### src/rtl/conv_pkg.sv
// Shared constants and state encoding for the convolution window sequencer.
package conv_pkg;

  localparam int IX_DEF  = 28;
  localparam int IY_DEF  = 28;
  localparam int KX_DEF  = 5;
  localparam int KY_DEF  = 5;

  localparam int XW_DEF  = $clog2(IX_DEF);
  localparam int YW_DEF  = $clog2(IY_DEF);
  localparam int OXW_DEF = $clog2(IX_DEF - KX_DEF + 1);
  localparam int OYW_DEF = $clog2(IY_DEF - KY_DEF + 1);

  typedef enum logic [1:0] {
    IDLE   = 2'd0,
    STREAM = 2'd1,
    FLUSH  = 2'd2,
    DONE   = 2'd3
  } state_t;

endpackage

### src/rtl/raster_xy_cnt.sv
// Enable-driven raster x/y counter with wrap at W-1/H-1 and a last-pixel flag.
module raster_xy_cnt
  import conv_pkg::*;
#(
  parameter  int W     = IX_DEF,
  parameter  int H     = IY_DEF,
  localparam int XBITS = $clog2(W),
  localparam int YBITS = $clog2(H)
) (
  input  logic             clk,
  input  logic             reset_n,
  input  logic             clr,
  input  logic             en,
  output logic [XBITS-1:0] x,
  output logic [YBITS-1:0] y,
  output logic             last
);

  localparam logic [XBITS-1:0] X_MAX = XBITS'(W - 1);
  localparam logic [YBITS-1:0] Y_MAX = YBITS'(H - 1);

  assign last = (x == X_MAX) && (y == Y_MAX);

  // Advance one pixel per enable; the last pixel wraps both counters to zero
  always_ff @(posedge clk or negedge reset_n) begin
    if (!reset_n) begin
      x <= '0;
      y <= '0;
    end else if (clr) begin
      x <= '0;
      y <= '0;
    end else if (en) begin
      if (x == X_MAX) begin
        x <= '0;
        y <= (y == Y_MAX) ? '0 : y + YBITS'(1);
      end else begin
        x <= x + XBITS'(1);
      end
    end
  end

endmodule

### src/rtl/conv_window_ctrl.sv
// Sequencer for the line-buffer convolution path: accepts one raster frame,
// strobes the line buffer and tags every pixel that closes a full KX x KY window.
module conv_window_ctrl
  import conv_pkg::*;
#(
  parameter  int IX  = IX_DEF,
  parameter  int IY  = IY_DEF,
  parameter  int KX  = KX_DEF,
  parameter  int KY  = KY_DEF,
  localparam int XW  = $clog2(IX),
  localparam int YW  = $clog2(IY),
  localparam int OX  = IX - KX + 1,
  localparam int OY  = IY - KY + 1,
  localparam int OXW = $clog2(OX),
  localparam int OYW = $clog2(OY)
) (
  input  logic           clk,
  input  logic           reset_n,
  input  logic           i_start,
  input  logic           i_abort,
  input  logic           i_in_valid,
  output logic           o_in_ready,
  output logic           o_lb_wr_en,
  output logic [XW-1:0]  o_lb_wr_col,
  output logic           o_win_valid,
  input  logic           i_win_ready,
  output logic [OXW-1:0] o_win_x,
  output logic [OYW-1:0] o_win_y,
  output logic           o_busy,
  output logic           o_frame_done
);

  state_t        state;
  logic [XW-1:0] x;
  logic [YW-1:0] y;
  logic          last_px;
  logic          accept;
  logic          win_hit;

  // The tag register is one deep, so a pixel may enter whenever the slot is
  // empty or is being drained on this same edge.
  assign o_in_ready  = (state == STREAM) && (!o_win_valid || i_win_ready);
  assign accept      = i_in_valid && o_in_ready;
  assign o_lb_wr_en  = accept;
  assign o_lb_wr_col = x;
  assign win_hit     = accept && (x >= XW'(KX - 1)) && (y >= YW'(KY - 1));

  raster_xy_cnt #(
    .W(IX),
    .H(IY)
  ) u_xy (
    .clk     (clk),
    .reset_n (reset_n),
    .clr     (i_abort),
    .en      (accept),
    .x       (x),
    .y       (y),
    .last    (last_px)
  );

  // Frame sequencing, status flags and the one-deep window tag register
  always_ff @(posedge clk or negedge reset_n) begin
    if (!reset_n) begin
      state        <= IDLE;
      o_busy       <= 1'b0;
      o_frame_done <= 1'b0;
      o_win_valid  <= 1'b0;
      o_win_x      <= '0;
      o_win_y      <= '0;
    end else if (i_abort) begin
      state        <= IDLE;
      o_busy       <= 1'b0;
      o_frame_done <= 1'b0;
      o_win_valid  <= 1'b0;
    end else begin
      o_frame_done <= 1'b0;

      if (win_hit) begin
        o_win_valid <= 1'b1;
        o_win_x     <= OXW'(x - XW'(KX - 1));
        o_win_y     <= OYW'(y - YW'(KY - 1));
      end else if (i_win_ready) begin
        o_win_valid <= 1'b0;
      end

      case (state)
        IDLE: begin
          if (i_start) begin
            state  <= STREAM;
            o_busy <= 1'b1;
          end
        end
        STREAM: begin
          if (accept && last_px) state <= FLUSH;
        end
        FLUSH: begin
          if (!o_win_valid || i_win_ready) begin
            state        <= DONE;
            o_busy       <= 1'b0;
            o_frame_done <= 1'b1;
          end
        end
        DONE: begin
          state <= IDLE;
        end
        default: begin
          state  <= IDLE;
          o_busy <= 1'b0;
        end
      endcase
    end
  end

endmodule

### config.mk
export PLATFORM = sky130hd
export DESIGN_NAME = conv_window_ctrl
export DESIGN_NICKNAME = d
export VERILOG_FILES = /design/src/rtl/conv_pkg.sv /design/src/rtl/raster_xy_cnt.sv /design/src/rtl/conv_window_ctrl.sv
export SDC_FILE = /design/constraint.sdc
export NUM_CORES = 1
export LEC_CHECK = 0
export CORE_UTILIZATION = 30
export CTS_CLUSTER_DIAMETER = 80
export DETAILED_ROUTE_END_ITERATION = 6
export DONT_BUFFER_PORTS = 1
export GPL_TIMING_DRIVEN = 0
export MAX_ROUTING_LAYER = met4
export PLACE_DENSITY = 0.55
export SYNTH_ARGS = -nofsm -noshare
export SYNTH_HDL_FRONTEND = slang
export SYNTH_HIERARCHICAL = 1
export SYNTH_SLANG_ARGS = --single-unit
### constraint.sdc
create_clock -name clk -period 1.95 [get_ports clk]
set_clock_uncertainty 0.15 [all_clocks]
set_input_delay 0.39 -clock clk [delete_from_list [all_inputs] [get_ports clk]]
set_output_delay 0.39 -clock clk [all_outputs]
set_load 0.1 [all_outputs]
[Word-level counts from Yosys, hierarchy flattened]
Index checks and enable logic that the tools add are counted.
Storage, ports and cells
  register bits: 25
  logic and storage cells: 62
  output and inout bits: 20
  input port bits: 6
Operators by class
  equality and inequality tests: 8
  mux-type cells: 22
  $add $sub $neg: 4
  reductions and logical operators: 17
  bitwise gates (word level): 1
  $lt $le $gt $ge: 2
Operators by type and width (count)
  5-bit two-way mux: 7
  5-bit by 1-bit adder with 5-bit output, second input constant: 2
  5-bit equality test, second input constant: 2
  5-bit by 3-bit greater-or-equal comparator with 1-bit output, second input constant: 2
  5-bit by 3-bit subtractor with 5-bit output, second input constant: 2
  1-bit two-way mux: 9
  2-bit two-way mux: 4
  2-bit case mux with 4 select lines: 1
  1-bit logical AND: 6
  3-bit inequality test, second input constant: 2
  3-bit AND reduction: 2
  3-bit nonzero test: 2
  2-bit equality test, second input constant: 2
  2-bit AND reduction: 2
  2-bit nonzero test: 2
  3-bit by 2-bit inequality test with 1-bit output, second input constant: 1
  2-bit by 1-bit equality test with 1-bit output, second input constant: 1
  2-bit logical NOT: 1
  1-bit case mux with 2 select lines: 1
  1-bit logical NOT: 1
  1-bit logical OR: 1
  1-bit inverter: 1

[Longest topological paths before layout]
Gate-level depths: netlist (run 1).
  depth after elaboration: 8
  mapped depth: 8
  gate-level depth less buffers: 7

[Hierarchy]
The synthesis (run 1) kept the hierarchy.
Modules (own cells, without submodules)
  conv_window_ctrl: sequential area each 375.4 sq um, cells an instance 71, area each 848.3 sq um, instances 1
  raster_xy_cnt: sequential area each 250.2 sq um, cells an instance 56, area each 564.3 sq um, instances 1

[Worst setup path before layout (run 1)]
No wires, ideal clock.
  path type: register to register
  start: reg o_win_valid
  end: reg u_xy.y[3]
  path slack: -0.995 ns
  buffers on the path: 1
  period minus slack after synthesis: 2.945 ns
  stages on the path, launching flop included: 8
  data required time: 1.684 ns
  library setup time: 0.116 ns
  arrival: 2.680 ns
  cell sequence: dfrtp_1 -> nand2b_4 -> nand3_2 -> inv_1 -> buf_2 -> inv_1 -> or4b_1 -> o311ai_0
On the way
  longest elaborated chain between the ends: 6
Ends and longest elaborated chain
  start, declared: RTL line conv_window_ctrl.sv:25  | output logic o_win_valid,
  start signal, assigned: RTL line conv_window_ctrl.sv:67  | o_win_valid <= 1'b0;
  start signal, assigned: RTL line conv_window_ctrl.sv:74  | o_win_valid <= 1'b0;
  start signal, assigned: RTL line conv_window_ctrl.sv:79  | o_win_valid <= 1'b1;
  1-bit logical NOT: RTL line conv_window_ctrl.sv:42  | assign o_in_ready = (state == STREAM) && (!o_win_valid || i_win_ready);
  1-bit logical OR: RTL line conv_window_ctrl.sv:42
  1-bit logical AND: RTL line conv_window_ctrl.sv:42
  1-bit logical AND: RTL line conv_window_ctrl.sv:43  | assign accept = i_in_valid && o_in_ready;
  net o_lb_wr_en: RTL line conv_window_ctrl.sv:23  | output logic o_lb_wr_en,
  2-bit nonzero test (no source line)
  2-bit AND reduction (no source line)
  end signal, assigned: RTL line raster_xy_cnt.sv:35  | y <= (y == Y_MAX) ? '0 : y + YBITS'(1);
  end, declared: RTL line raster_xy_cnt.sv:15  | output logic [YBITS-1:0] y,
The timed path passes the listed nets, and every way through them passes these cells.
A chain may end at the register's enable or synchronous reset.

[Worst setup path in the final report (run 1)]
  start: reg u_xy.x[3]
  end: reg o_win_x[1]
On the way
  longest elaborated chain between the ends: 4
Ends and longest elaborated chain
  start, declared: RTL line raster_xy_cnt.sv:14  | output logic [XBITS-1:0] x,
  start signal, assigned: RTL line raster_xy_cnt.sv:37  | x <= x + XBITS'(1);
  5-bit by 3-bit greater-or-equal comparator with 1-bit output: RTL line conv_window_ctrl.sv:46  | assign win_hit = accept && (x >= XW'(KX - 1)) && (y >= YW'(KY - 1));
  1-bit logical AND (2 in a row): RTL line conv_window_ctrl.sv:46
  2-bit AND reduction (no source line)
  end signal, assigned: RTL line conv_window_ctrl.sv:80  | o_win_x <= OXW'(x - XW'(KX - 1));
  end, declared: RTL line conv_window_ctrl.sv:27  | output logic [OXW-1:0] o_win_x,
Every way passes these cells.

==> impl_metrics.prom, run 1 <==
# TYPE chip_impl_metric gauge
chip_impl_info{name="status",value="finished with violations"} 1
chip_impl_info{name="violations_in_the_final_reports",value="DRC, setup timing"} 1
chip_impl_metric{name="max_slew_violation_total_from_the_final_report",unit=""} 0
chip_impl_metric{name="ant_nets",unit=""} 0
chip_impl_metric{name="dpl_worst_slack",unit="ps"} -409.0
chip_impl_metric{name="fin_setup_tns",unit="ps"} -7171
chip_impl_metric{name="post_route_utilization",unit="%"} 42.48
chip_impl_metric{name="syn_area_per_cell",unit="µm²"} 11.12
chip_impl_metric{name="synth_enable_flop_cells",unit=""} 0
chip_impl_metric{name="route.detailed.wl_per_inst",unit="µm"} 15.43
chip_impl_metric{name="final_min_period_over_clock_period",unit="%"} 120.8
chip_impl_metric{name="grt_first_pass_wirelength",unit="µm"} 4905
chip_impl_info{name="worstSetupEndpointType",value="register"} 1
chip_impl_metric{name="fp.dieW",unit="µm"} 70.62
chip_impl_metric{name="antenna_found_initial",unit=""} 0
chip_impl_metric{name="chipHeight",unit="µm"} 70.62
chip_impl_metric{name="netlist.area_leader.share",unit="%"} 44.29
chip_impl_metric{name="slew_headroom",unit="%"} 37.07
chip_impl_metric{name="synth_seq_cells",unit=""} 25
chip_impl_metric{name="remaining_drc_errors",unit=""} 6
chip_impl_metric{name="worstPathArrival",unit="ps"} 2370
chip_impl_metric{name="placeable_area",unit="µm²"} 4444
chip_impl_info{name="critPathTopFamily",value="simple AND/OR/NAND/NOR gates"} 1
chip_impl_metric{name="cts.clk_slew.worst_paths",unit="ps"} 90
chip_impl_metric{name="slowest_delay",unit="ps"} 660
chip_impl_metric{name="detailedRoute.firstIterationViolations",unit=""} 48
chip_impl_metric{name="detailroute.via_count",unit=""} 1046
chip_impl_metric{name="buffer_ports.inserted",unit=""} 0
chip_impl_metric{name="grt_start_max_net_pins",unit=""} 26
chip_impl_info{name="hp-class",value="primary input to register"} 1
chip_impl_metric{name="vias_per_cell",unit=""} 5.178
chip_impl_metric{name="globalRouteTotalUtil",unit="%"} 13.17
chip_impl_info{name="critical_path_cell_list",value="inv_2 -> ha_1 -> nor3b_2 -> nor4_2 -> or4_4 -> buf_6 -> mux2_4"} 1
chip_impl_metric{name="p_per_area",unit="nW/µm²"} 847.9
chip_impl_metric{name="hold_ws",unit="ps"} 20.39
chip_impl_info{name="worstSetupPathType",value="register to register"} 1
chip_impl_metric{name="drv.max_cap_violation_count",unit=""} 0
chip_impl_metric{name="async_reset_ff_share",unit="%"} 100.0
chip_impl_metric{name="worst_ep_required_time",unit="ps"} 1960
chip_impl_metric{name="wirelength",unit="µm"} 3117
chip_impl_metric{name="post_synth_instance_area",unit="µm²"} 1413
chip_impl_metric{name="cts.path.max_buffers",unit=""} 2
chip_impl_metric{name="finalHoldViolCount",unit=""} 0
chip_impl_metric{name="fp.dieArea",unit="µm²"} 4987
chip_impl_info{name="cts_tree",value="yes"} 1
chip_impl_metric{name="first_global_vias",unit=""} 1000
chip_impl_metric{name="worst-slew-pin-transition",unit="ps"} 944.0
chip_impl_info{name="flip_flop_cell_with_the_highest_count_after_synthesis",value="sky130_fd_sc_hd__dfrtp_1"} 1
chip_impl_metric{name="design.portCount",unit=""} 26
chip_impl_metric{name="count_of_antenna_diodes_in_the_layout",unit=""} 0
chip_impl_metric{name="finalCriticalPeriod",unit="ps"} 2356
chip_impl_metric{name="detailedRoute.firstPassIterationCount",unit=""} 6
chip_impl_info{name="grt_setup_unrepaired",value="yes"} 1
chip_impl_metric{name="placement_rows",unit=""} 24
chip_impl_info{name="synth_top_cells_by_area",value="sky130_fd_sc_hd__dfrtp_1 44%, sky130_fd_sc_hd__ha_1 8.9%, sky130_fd_sc_hd__mux2_4 8.5%"} 1
chip_impl_metric{name="cp_num_buf_inv",unit=""} 2
chip_impl_info{name="crit_path_start_kind",value="register"} 1
chip_impl_metric{name="total_leakage_power",unit="µW"} 0.0008845
chip_impl_metric{name="critical_path.max_fanout",unit=""} 8
chip_impl_metric{name="final-setup-viol-count",unit=""} 22
chip_impl_info{name="synth.cells.most_frequent",value="25 x sky130_fd_sc_hd__dfrtp_1, 13 x sky130_fd_sc_hd__inv_1, 10 x sky130_fd_sc_hd__ha_1"} 1
chip_impl_metric{name="fmax",unit="MHz"} 424.4
chip_impl_metric{name="initial_core_util",unit="%"} 31.78
chip_impl_metric{name="peakVddDrop",unit="mV"} 0.3810
chip_impl_metric{name="num-nets-final",unit=""} 167
chip_impl_metric{name="layout_setup_ws",unit="ps"} -406.3
chip_impl_metric{name="area_growth_syn_to_layout",unit="%"} 33.66
chip_impl_info{name="cts_root_buf",value="sky130_fd_sc_hd__clkbuf_8"} 1
chip_impl_metric{name="gp_congestion",unit=""} 0.7951
chip_impl_metric{name="synth-seq-area-share",unit="%"} 44.29
chip_impl_metric{name="tritoncts_num_sinks",unit=""} 25
chip_impl_metric{name="clk-insertion-delay-late",unit="ps"} 270
chip_impl_metric{name="grt.overflow.total",unit=""} 0
chip_impl_metric{name="ys_warn_count",unit=""} 6
chip_impl_info{name="post-synth-top-count-cell",value="sky130_fd_sc_hd__dfrtp_1"} 1
chip_impl_metric{name="cts_htree_levels",unit=""} 1
chip_impl_metric{name="drive_above_1_share",unit="%"} 44.67
chip_impl_metric{name="syn-instance-count",unit=""} 127
chip_impl_metric{name="detailed_place_hpwl",unit="µm"} 1987
chip_impl_metric{name="ys_types",unit=""} 37
chip_impl_metric{name="numCtsBuffers",unit=""} 3
chip_impl_metric{name="synth_fp_nets",unit=""} 143
chip_impl_info{name="netlist.top_cell.by_area",value="sky130_fd_sc_hd__dfrtp_1"} 1
chip_impl_info{name="timing.critical_path.slowest_stage_cell",value="sky130_fd_sc_hd__dfrtp_4"} 1
-- placed cells by master, fill, tap and decap left out, drive strengths merged, types with 3 or more instances in the layout --
master and count:
o21ai 4, dfrtp 25, inv 12, nor2 7
buf 18, ha 10, nor3b 3, nand2 5
mux2i 6, mux2 9, xor2 3, nand3 6
nand4b 4, a21oi 9, clkbuf 5
-- state kept, by name, indices dropped and copies added (netlist names) --
register      count
o_win_x           5
o_win_y           5
u_xy/x            5
u_xy/y            5
state             2
o_busy            1
o_frame_done      1
o_win_valid       1
-- cell families (layout without fill, tap and decap cells) --
family                   after synthesis  count (layout)  share of synthesized area (%)
multiplexers                          15              15                          13.55
buffers and inverters                 16              39                          4.871
XOR/XNOR                               3               3                          1.860
AND/OR/NAND/NOR                       41              41                          19.49
adder cells (fa/ha/maj)               10              10                          8.857
AO/OA/AOI/OAI                         17              17                          7.086
flip-flops                            25              25                          44.29
-- final cells by class --
cell class                      instances  area (µm²)
Buffer                                  3       30.03
Clock inverter                          1       5.005
Tap cell                               52       65.06
Fill cell                             426        2556
Timing Repair Buffer                   19       188.9
Clock buffer                            3       41.29
Sequential cell                        25       645.6
Multi-Input combinational cell         86       854.6
Inverter                               13       57.56
-- final timing paths --
check	start	end	slack (ps)	cells past startpoint
worst min-delay path	i_abort	o_busy$_DFFE_PN0P_	20	1
max in group asynchronous	reset_n	u_xy/x[0]$_DFFE_PN0P_	1090	2
worst max-delay path	u_xy/x[3]$_DFFE_PN0P_	o_win_x[1]$_DFFE_PN0P_	-410	7
worst max register to register	u_xy/x[3]$_DFFE_PN0P_	o_win_x[1]$_DFFE_PN0P_	-410	7
worst min register to register	u_xy/y[1]$_DFFE_PN0P_	u_xy/y[1]$_DFFE_PN0P_	470	2
min in group asynchronous	reset_n	o_win_x[3]$_DFFE_PN0P_	390	2
-- worst register-to-register path, stage by stage (launching register included) --
cell,delay (ps)
sky130_fd_sc_hd__dfrtp_4,660
sky130_fd_sc_hd__inv_2,130
sky130_fd_sc_hd__ha_1,140
sky130_fd_sc_hd__nor3b_2,180
sky130_fd_sc_hd__nor4_2,70
sky130_fd_sc_hd__or4_4,460
sky130_fd_sc_hd__buf_6,160
sky130_fd_sc_hd__mux2_4,300
-- per-stage QoR --
stage / std cells / cell area, µm² / total power (µW)
finish: 202 / 1888 / 1601
global route: 202 / 1888 / 1686
CTS: 197 / 1784 / 1580
detailed placement: 179 / 1538 / 1152
global placement: 179 / 1538 / 1139
floorplan: 127 / 1473 / 1095
-- per-layer routing --
metal  track usage (%)  routed length (µm)  up-vias
met2             21.68                1563       19
met4             5.333                  52        0
met3             3.704                 117        4
li1                  -                   -      503
met1             15.20                1384      520
met5                 -                   0        -
-- report_power, final --
part	total [µW]	internal, µW	leakage [µW]	switching (µW)
Combinational	545	214	0.000538	331
Sequential	741	562	0.000321	179
Clock	315	143	0.0000255	171
Total	1600	920	0.000885	681
-- timing repair --
| action | 4_1_cts | 5_1_grt |
|---|---|---|
| endpoints found under the setup margin | 25 | 24 |
| pin swaps | 6 | 9 |
| hold buffers | 2 | 1 |
| resized for setup | 13 | 20 |
| endpoints found under the hold margin | 25 | 1 |
| setup buffers | 11 | 3 |
| gates cloned | 1 | 1 |
Note: power is estimated with default switching activity, not from simulation.
==> run 2, diff against run 1 <==
--- a/config.mk
+++ b/config.mk
@@ -6,6 +6,7 @@
 export NUM_CORES = 1
 export LEC_CHECK = 0
 export CORE_UTILIZATION = 30
+export CTS_BUF_LIST = sky130_fd_sc_hd__clkbuf_16
 export CTS_CLUSTER_DIAMETER = 80
 export DETAILED_ROUTE_END_ITERATION = 6
 export DONT_BUFFER_PORTS = 1
==> impl_metrics.prom, run 2 (synthesized netlist as in run 1, its figures left out) <==
# TYPE chip_impl_metric gauge
chip_impl_info{name="status",value="finished with violations"} 1
chip_impl_info{name="violations_in_the_final_reports",value="DRC, setup timing"} 1
chip_impl_metric{name="final_area",unit="µm²"} 1896
chip_impl_metric{name="first_global_vias",unit=""} 1018
chip_impl_metric{name="initial_core_util",unit="%"} 31.78
chip_impl_metric{name="r2r_slack",unit="ps"} -400
chip_impl_info{name="crit_path_start_kind",value="register"} 1
chip_impl_metric{name="cts_htree_levels",unit=""} 1
chip_impl_metric{name="fmax",unit="MHz"} 424.7
chip_impl_metric{name="reg2reg_depth",unit=""} 6
chip_impl_metric{name="worstPathArrival",unit="ps"} 2350
chip_impl_metric{name="finalCriticalPeriod",unit="ps"} 2354
chip_impl_metric{name="tritoncts_num_sinks",unit=""} 25
chip_impl_metric{name="remaining_drc_errors",unit=""} 6
chip_impl_metric{name="min_delay_path_depth",unit=""} 1
chip_impl_info{name="holdPathEnd",value="o_win_valid$_DFFE_PN0P_"} 1
chip_impl_info{name="hold_sp",value="i_abort"} 1
chip_impl_metric{name="detailedRoute.firstIterationViolations",unit=""} 51
chip_impl_metric{name="fp.dieArea",unit="µm²"} 4987
chip_impl_metric{name="clk-insertion-delay-late",unit="ps"} 250
chip_impl_metric{name="final_min_period_over_clock_period",unit="%"} 120.7
chip_impl_info{name="hp-class",value="primary input to register"} 1
chip_impl_metric{name="detailroute.via_count",unit=""} 1042
chip_impl_metric{name="met2_wirelength",unit="µm"} 1532
chip_impl_metric{name="placement_rows",unit=""} 24
chip_impl_metric{name="vias_per_cell",unit=""} 5.210
chip_impl_metric{name="multiInputGateArea",unit="µm²"} 850.8
chip_impl_metric{name="grt.overflow.total",unit=""} 0
chip_impl_metric{name="numCtsBuffers",unit=""} 3
chip_impl_metric{name="cts.clk_slew.worst_paths",unit="ps"} 60
chip_impl_info{name="cts_root_buf",value="sky130_fd_sc_hd__clkbuf_16"} 1
chip_impl_metric{name="route.detailed.wl_per_inst",unit="µm"} 15.23
chip_impl_metric{name="drive_above_1_share",unit="%"} 43.92
chip_impl_info{name="final_common_cell",value="sky130_fd_sc_hd__dfrtp_1"} 1
chip_impl_metric{name="detailedRoute.firstPassIterationCount",unit=""} 7
chip_impl_metric{name="critical_path.max_fanout",unit=""} 5
chip_impl_info{name="worstSetupPathType",value="register to register"} 1
chip_impl_metric{name="wirelength",unit="µm"} 3046
chip_impl_info{name="grt_setup_unrepaired",value="yes"} 1
chip_impl_metric{name="p_per_area",unit="nW/µm²"} 914.8
chip_impl_metric{name="final-setup-viol-count",unit=""} 22
chip_impl_metric{name="ant_nets",unit=""} 0
chip_impl_metric{name="globalRouteTotalUtil",unit="%"} 13.14
chip_impl_metric{name="drv.max_cap_violation_count",unit=""} 0
chip_impl_metric{name="design.portCount",unit=""} 26
chip_impl_metric{name="detailed_place_hpwl",unit="µm"} 1987
chip_impl_metric{name="wirelength_met1",unit="µm"} 1354
chip_impl_metric{name="peakVddDrop",unit="mV"} 0.3833
chip_impl_metric{name="grt_first_pass_wirelength",unit="µm"} 5002
chip_impl_metric{name="area_growth_syn_to_layout",unit="%"} 34.19
chip_impl_info{name="worstSetupEndpointType",value="register"} 1
chip_impl_metric{name="tot_pwr",unit="µW"} 1734
chip_impl_metric{name="place_area",unit="µm²"} 1538
chip_impl_metric{name="finalHoldViolCount",unit=""} 0
chip_impl_info{name="layout.cells.most_common_list",value="19 x sky130_fd_sc_hd__dfrtp_1, 13 x sky130_fd_sc_hd__buf_4, 10 x sky130_fd_sc_hd__inv_1"} 1
chip_impl_metric{name="worst_ep_required_time",unit="ps"} 1940
chip_impl_info{name="cts_tree",value="yes"} 1
chip_impl_metric{name="count_of_antenna_diodes_in_the_layout",unit=""} 0
chip_impl_metric{name="slew_headroom",unit="%"} 36.70
chip_impl_metric{name="buffer_ports.inserted",unit=""} 0
chip_impl_metric{name="fp.dieW",unit="µm"} 70.62
chip_impl_metric{name="antenna_found_initial",unit=""} 0
chip_impl_info{name="highest_layer",value="met4"} 1
chip_impl_metric{name="register_area",unit="µm²"} 648.1
chip_impl_metric{name="placeable_area",unit="µm²"} 4444
chip_impl_metric{name="total_leakage_power",unit="µW"} 0.0008884
chip_impl_metric{name="fin_setup_tns",unit="ps"} -6770
chip_impl_metric{name="grt_start_max_net_pins",unit=""} 26
chip_impl_metric{name="num-nets-final",unit=""} 165
chip_impl_metric{name="gp_congestion",unit=""} 0.7951
chip_impl_info{name="r2r_start",value="o_win_valid$_DFFE_PN0P_"} 1
chip_impl_metric{name="detailroute.wirelength.met3",unit="µm"} 111
chip_impl_metric{name="chipHeight",unit="µm"} 70.62
chip_impl_metric{name="layout.filler_cells",unit=""} 423
chip_impl_metric{name="worst-slew-pin-transition",unit="ps"} 949.5
chip_impl_metric{name="max_slew_violation_total_from_the_final_report",unit=""} 0
chip_impl_metric{name="cts.path.max_buffers",unit=""} 2
chip_impl_info{name="timing.critical_path.slowest_stage_cell",value="sky130_fd_sc_hd__dfrtp_4"} 1
chip_impl_metric{name="slowest_delay",unit="ps"} 630
chip_impl_metric{name="layout_setup_ws",unit="ps"} -404.4
chip_impl_metric{name="hold_ws",unit="ps"} 27.88
chip_impl_info{name="critical_path_cell_list",value="nand2b_4 -> nand3_4 -> clkinvlp_4 -> buf_8 -> a21oi_4 -> mux2_4"} 1
chip_impl_info{name="timing.rr.end",value="u_xy/y[0]$_DFFE_PN0P_"} 1
==> run 2: worst max path at each step <==
stage | start | end | slack (ps) | depth (start not counted)
after CTS | o_win_valid$_DFFE_PN0P_ | u_xy/y[2]$_DFFE_PN0P_ | -410 | 6
final | o_win_valid$_DFFE_PN0P_ | u_xy/y[0]$_DFFE_PN0P_ | -400 | 6
after global placement | o_win_valid$_DFFE_PN0P_ | u_xy/y[0]$_DFFE_PN0P_ | -410 | 6
after global routing | u_xy/x[3]$_DFFE_PN0P_ | o_win_x[1]$_DFFE_PN0P_ | -470 | 7
after detailed placement | o_win_valid$_DFFE_PN0P_ | u_xy/y[0]$_DFFE_PN0P_ | -410 | 6
after floorplan | o_win_valid$_DFFE_PN0P_ | u_xy/y[0]$_DFFE_PN0P_ | -310 | 6
==> run 2: critical path: cells and delay by family, from the launching register on <==
family / cells / cell delay, ps
buf+inv: 2 / 800
flops: 1 / 630
mux: 1 / 310
simple gates: 2 / 200
compound gates: 1 / 140
==> run 2: layout make-up <==
class / count / area share [%]
sequential: 25 / 34.19
timing repair buffer: 17 / 8.647
clock inverter: 1 / 0.2640
clock buffer: 3 / 3.960
tap: 52 / 3.432
buffer: 3 / 1.584
inverter: 13 / 3.036
multi-input combinational: 86 / 44.88
==> run 2: routing by layer <==
layer	GRT usage, %	vias up
met3	2.849	4
met1	16.09	525
met5	-	-
met4	4.000	0
li1	-	494
met2	21.79	19
==> run 2: through the flow <==
stage / std cells / worst slack, ps / util, %
global route: 200 / -470.3 / 42.65
detailed placement: 179 / -409.0 / 34.60
CTS: 196 / -407.9 / 40.48
floorplan: 127 / -313.6 / -
global placement: 179 / -408.4 / 34.60
finish: 200 / -404.4 / 42.65
==> run 2: what timing repair did <==
action,4_1_cts,5_1_grt
gates cloned,1,0
setup endpoints to repair,25,24
setup buffers,10,4
resized for setup,10,19
pin swaps,6,11
hold endpoints to repair,25,0
hold buffers,2,0
==> run 2: power breakdown <==
group | total (µW) | switching [µW] | internal, µW | leakage [µW]
Clock | 454 | 178 | 276 | 0.0000409
Combinational | 538 | 328 | 210 | 0.000526
Sequential | 742 | 179 | 563 | 0.000321
Total | 1730 | 685 | 1050 | 0.000888
==> run 3, diff against run 2 <==
--- a/config.mk
+++ b/config.mk
@@ -5,14 +5,15 @@
 export SDC_FILE = /design/constraint.sdc
 export NUM_CORES = 1
 export LEC_CHECK = 0
-export CORE_UTILIZATION = 30
+export CORE_UTILIZATION = 25
 export CTS_BUF_LIST = sky130_fd_sc_hd__clkbuf_16
 export CTS_CLUSTER_DIAMETER = 80
 export DETAILED_ROUTE_END_ITERATION = 6
 export DONT_BUFFER_PORTS = 1
 export GPL_TIMING_DRIVEN = 0
 export MAX_ROUTING_LAYER = met4
-export PLACE_DENSITY = 0.55
+export PLACE_DENSITY = 0.5
+export SKIP_LAST_GASP = 1
 export SYNTH_ARGS = -nofsm -noshare
 export SYNTH_HDL_FRONTEND = slang
 export SYNTH_HIERARCHICAL = 1
==> impl_metrics.prom, run 3 (synthesized netlist as in run 1, its figures left out) <==
# TYPE chip_impl_metric gauge
chip_impl_metric{name="buffer_ports.inserted",unit=""} 0
chip_impl_info{name="hold_sp",value="i_abort"} 1
chip_impl_metric{name="grt.overflow.total",unit=""} 0
chip_impl_metric{name="reg2reg_depth",unit=""} 6
chip_impl_metric{name="ant_nets",unit=""} 0
chip_impl_metric{name="finalHoldViolCount",unit=""} 0
chip_impl_info{name="final_common_cell",value="sky130_fd_sc_hd__dfrtp_1"} 1
chip_impl_metric{name="drv.max_cap_violation_count",unit=""} 0
chip_impl_metric{name="remaining_drc_errors",unit=""} 0
chip_impl_metric{name="fin_setup_tns",unit="ps"} -7194
chip_impl_metric{name="count_of_antenna_diodes_in_the_layout",unit=""} 0
chip_impl_metric{name="chipHeight",unit="µm"} 77.17
chip_impl_info{name="status",value="finished with violations"} 1
chip_impl_info{name="holdPathEnd",value="o_win_valid$_DFFE_PN0P_"} 1
chip_impl_info{name="layout.cells.most_common_list",value="19 x sky130_fd_sc_hd__dfrtp_1, 10 x sky130_fd_sc_hd__inv_1, 9 x sky130_fd_sc_hd__mux2_4"} 1
chip_impl_metric{name="detailedRoute.firstIterationViolations",unit=""} 48
chip_impl_metric{name="fmax",unit="MHz"} 423.3
chip_impl_info{name="worstSetupPathType",value="register to register"} 1
chip_impl_info{name="timing.rr.end",value="u_xy/y[0]$_DFFE_PN0P_"} 1
chip_impl_metric{name="critical_path.max_fanout",unit=""} 4
chip_impl_metric{name="grt_start_max_net_pins",unit=""} 26
chip_impl_metric{name="numCtsBuffers",unit=""} 3
chip_impl_metric{name="dpl_worst_slack",unit="ps"} -409.9
chip_impl_metric{name="globalRouteTotalUtil",unit="%"} 11.45
chip_impl_info{name="cts_root_buf",value="sky130_fd_sc_hd__clkbuf_16"} 1
chip_impl_metric{name="worst-slew-pin-transition",unit="ps"} 942.2
chip_impl_metric{name="slew_headroom",unit="%"} 37.19
chip_impl_info{name="crit_path_start_kind",value="register"} 1
chip_impl_metric{name="drive_above_1_share",unit="%"} 41.38
chip_impl_metric{name="worstPathArrival",unit="ps"} 2360
chip_impl_info{name="hp-class",value="primary input to register"} 1
chip_impl_metric{name="cts.clk_slew.worst_paths",unit="ps"} 60
chip_impl_metric{name="cts.path.max_buffers",unit=""} 2
chip_impl_metric{name="worst_ep_required_time",unit="ps"} 1950
chip_impl_metric{name="route.detailed.wl_per_inst",unit="µm"} 14.51
chip_impl_metric{name="first_global_vias",unit=""} 1044
chip_impl_metric{name="final-setup-viol-count",unit=""} 25
chip_impl_metric{name="cts_htree_levels",unit=""} 1
chip_impl_metric{name="post_route_utilization",unit="%"} 34.18
chip_impl_metric{name="final_min_period_over_clock_period",unit="%"} 121.2
chip_impl_info{name="r2r_start",value="o_win_valid$_DFFE_PN0P_"} 1
chip_impl_metric{name="p_per_area",unit="nW/µm²"} 933.1
chip_impl_metric{name="design.portCount",unit=""} 26
chip_impl_metric{name="detailedRoute.firstPassIterationCount",unit=""} 4
chip_impl_metric{name="wirelength",unit="µm"} 3148
chip_impl_metric{name="grt_first_pass_wirelength",unit="µm"} 5175
chip_impl_metric{name="antenna_found_initial",unit=""} 0
chip_impl_info{name="cts_tree",value="yes"} 1
chip_impl_metric{name="detailed_place_hpwl",unit="µm"} 2033
chip_impl_metric{name="layout.filler_cells",unit=""} 535
chip_impl_metric{name="detailroute.via_count",unit=""} 1037
chip_impl_metric{name="placeable_area",unit="µm²"} 5473
chip_impl_metric{name="r2r_slack",unit="ps"} -410
chip_impl_info{name="worstSetupEndpointType",value="register"} 1
chip_impl_metric{name="tritoncts_num_sinks",unit=""} 25
chip_impl_info{name="grt_setup_unrepaired",value="yes"} 1
chip_impl_info{name="violations_in_the_final_reports",value="setup timing"} 1
chip_impl_metric{name="finalCriticalPeriod",unit="ps"} 2363
chip_impl_metric{name="area_growth_syn_to_layout",unit="%"} 32.42
chip_impl_metric{name="peakVddDrop",unit="mV"} 0.3492
chip_impl_metric{name="min_delay_path_depth",unit=""} 1
chip_impl_metric{name="fp.dieW",unit="µm"} 77.17
chip_impl_metric{name="gp_congestion",unit=""} 0.8117
chip_impl_metric{name="initial_core_util",unit="%"} 25.81
chip_impl_metric{name="clk-insertion-delay-late",unit="ps"} 260
chip_impl_metric{name="vias_per_cell",unit=""} 4.779
chip_impl_metric{name="fp.dieArea",unit="µm²"} 5955
chip_impl_metric{name="total_leakage_power",unit="µW"} 0.0008695
chip_impl_metric{name="num-nets-final",unit=""} 162
chip_impl_metric{name="layout_setup_ws",unit="ps"} -412.5
chip_impl_metric{name="max_slew_violation_total_from_the_final_report",unit=""} 0
chip_impl_metric{name="placement_rows",unit=""} 27
[run 3: changes by cell type in the layout (fill, tap and decap cells not counted), moves of 2 or more]
| cell | previous run | this run |
|---|---|---|
| sky130_fd_sc_hd__buf_4 | 13 | 8 |
| sky130_fd_sc_hd__buf_6 | 2 | 4 |
| sky130_fd_sc_hd__or4_1 | 2 | 0 |
| sky130_fd_sc_hd__or4_4 | 0 | 2 |
[run 3: stage by stage]
stage | std cells | area (µm²) | power, µW | hold slack, ps
2_1_floorplan | 127 | 1473 | 1095 | -55.59
4_1_cts | 210 | 1730 | 1672 | 26.84
3_5_place_dp | 199 | 1563 | 1161 | -54.96
6_report | 217 | 1871 | 1745 | 20.26
3_3_place_gp | 199 | 1563 | 1138 | -54.88
5_1_grt | 217 | 1871 | 1837 | 14.84
[run 3: cell type report]
class	instances	area, µm²	area share [%]
clock buffers	3	75.07	4.013
multi-input cells	86	818.3	43.75
well taps	72	90.09	4.816
repair buffers	14	148.9	7.960
plain buffers	3	30.03	1.605
inverters	13	55.05	2.943
clock inverters	1	7.507	0.4013
flip-flops and latches	25	645.6	34.52
[run 3: repair_timing]
| item | CTS | global route |
|---|---|---|
| setup buffers | 5 | 6 |
| resized for setup | 5 | 20 |
| endpoints found under the setup margin | 25 | 25 |
| hold buffers | 2 | 0 |
| hold endpoints to repair | 25 | 0 |
| cloned | 0 | 2 |
| pin swaps | 0 | 5 |
[run 3: critical path: stages, from the launching register on]
cell,delay (ps)
sky130_fd_sc_hd__dfrtp_4,630
sky130_fd_sc_hd__nand2b_4,110
sky130_fd_sc_hd__nand3_4,80
sky130_fd_sc_hd__clkinvlp_4,470
sky130_fd_sc_hd__clkbuf_16,360
sky130_fd_sc_hd__a21oi_4,140
sky130_fd_sc_hd__mux2_4,310
[run 3: worst max-delay path by stage]
stage                     slack, ps                     from  cells past startpoint                      to
after floorplan                -310  o_win_valid$_DFFE_PN0P_                      6   u_xy/y[0]$_DFFE_PN0P_
after global placement         -400    u_xy/x[3]$_DFFE_PN0P_                      7  o_win_x[1]$_DFFE_PN0P_
after detailed placement       -410    u_xy/x[3]$_DFFE_PN0P_                      7  o_win_x[1]$_DFFE_PN0P_
after CTS                      -370    u_xy/x[3]$_DFFE_PN0P_                      7  o_win_y[0]$_DFFE_PN0P_
after global routing           -470    u_xy/x[3]$_DFFE_PN0P_                      7  o_win_y[0]$_DFFE_PN0P_
final                          -410  o_win_valid$_DFFE_PN0P_                      6   u_xy/y[0]$_DFFE_PN0P_
[run 3: report_power, final]
part | switching (µW) | internal [µW]
Sequential | 176 | 563
Combinational | 327 | 207
Clock | 194 | 279
[run 3: layer usage]
metal	up-vias	GRT usage (%)	part of all wire [%]	routed length, µm
li1	488	-	-	-
met3	7	2.857	2.4	76
met4	0	6.415	2.4	74
met2	17	18.58	53	1656
met1	525	12.77	43	1341
met5	-	-	0	0
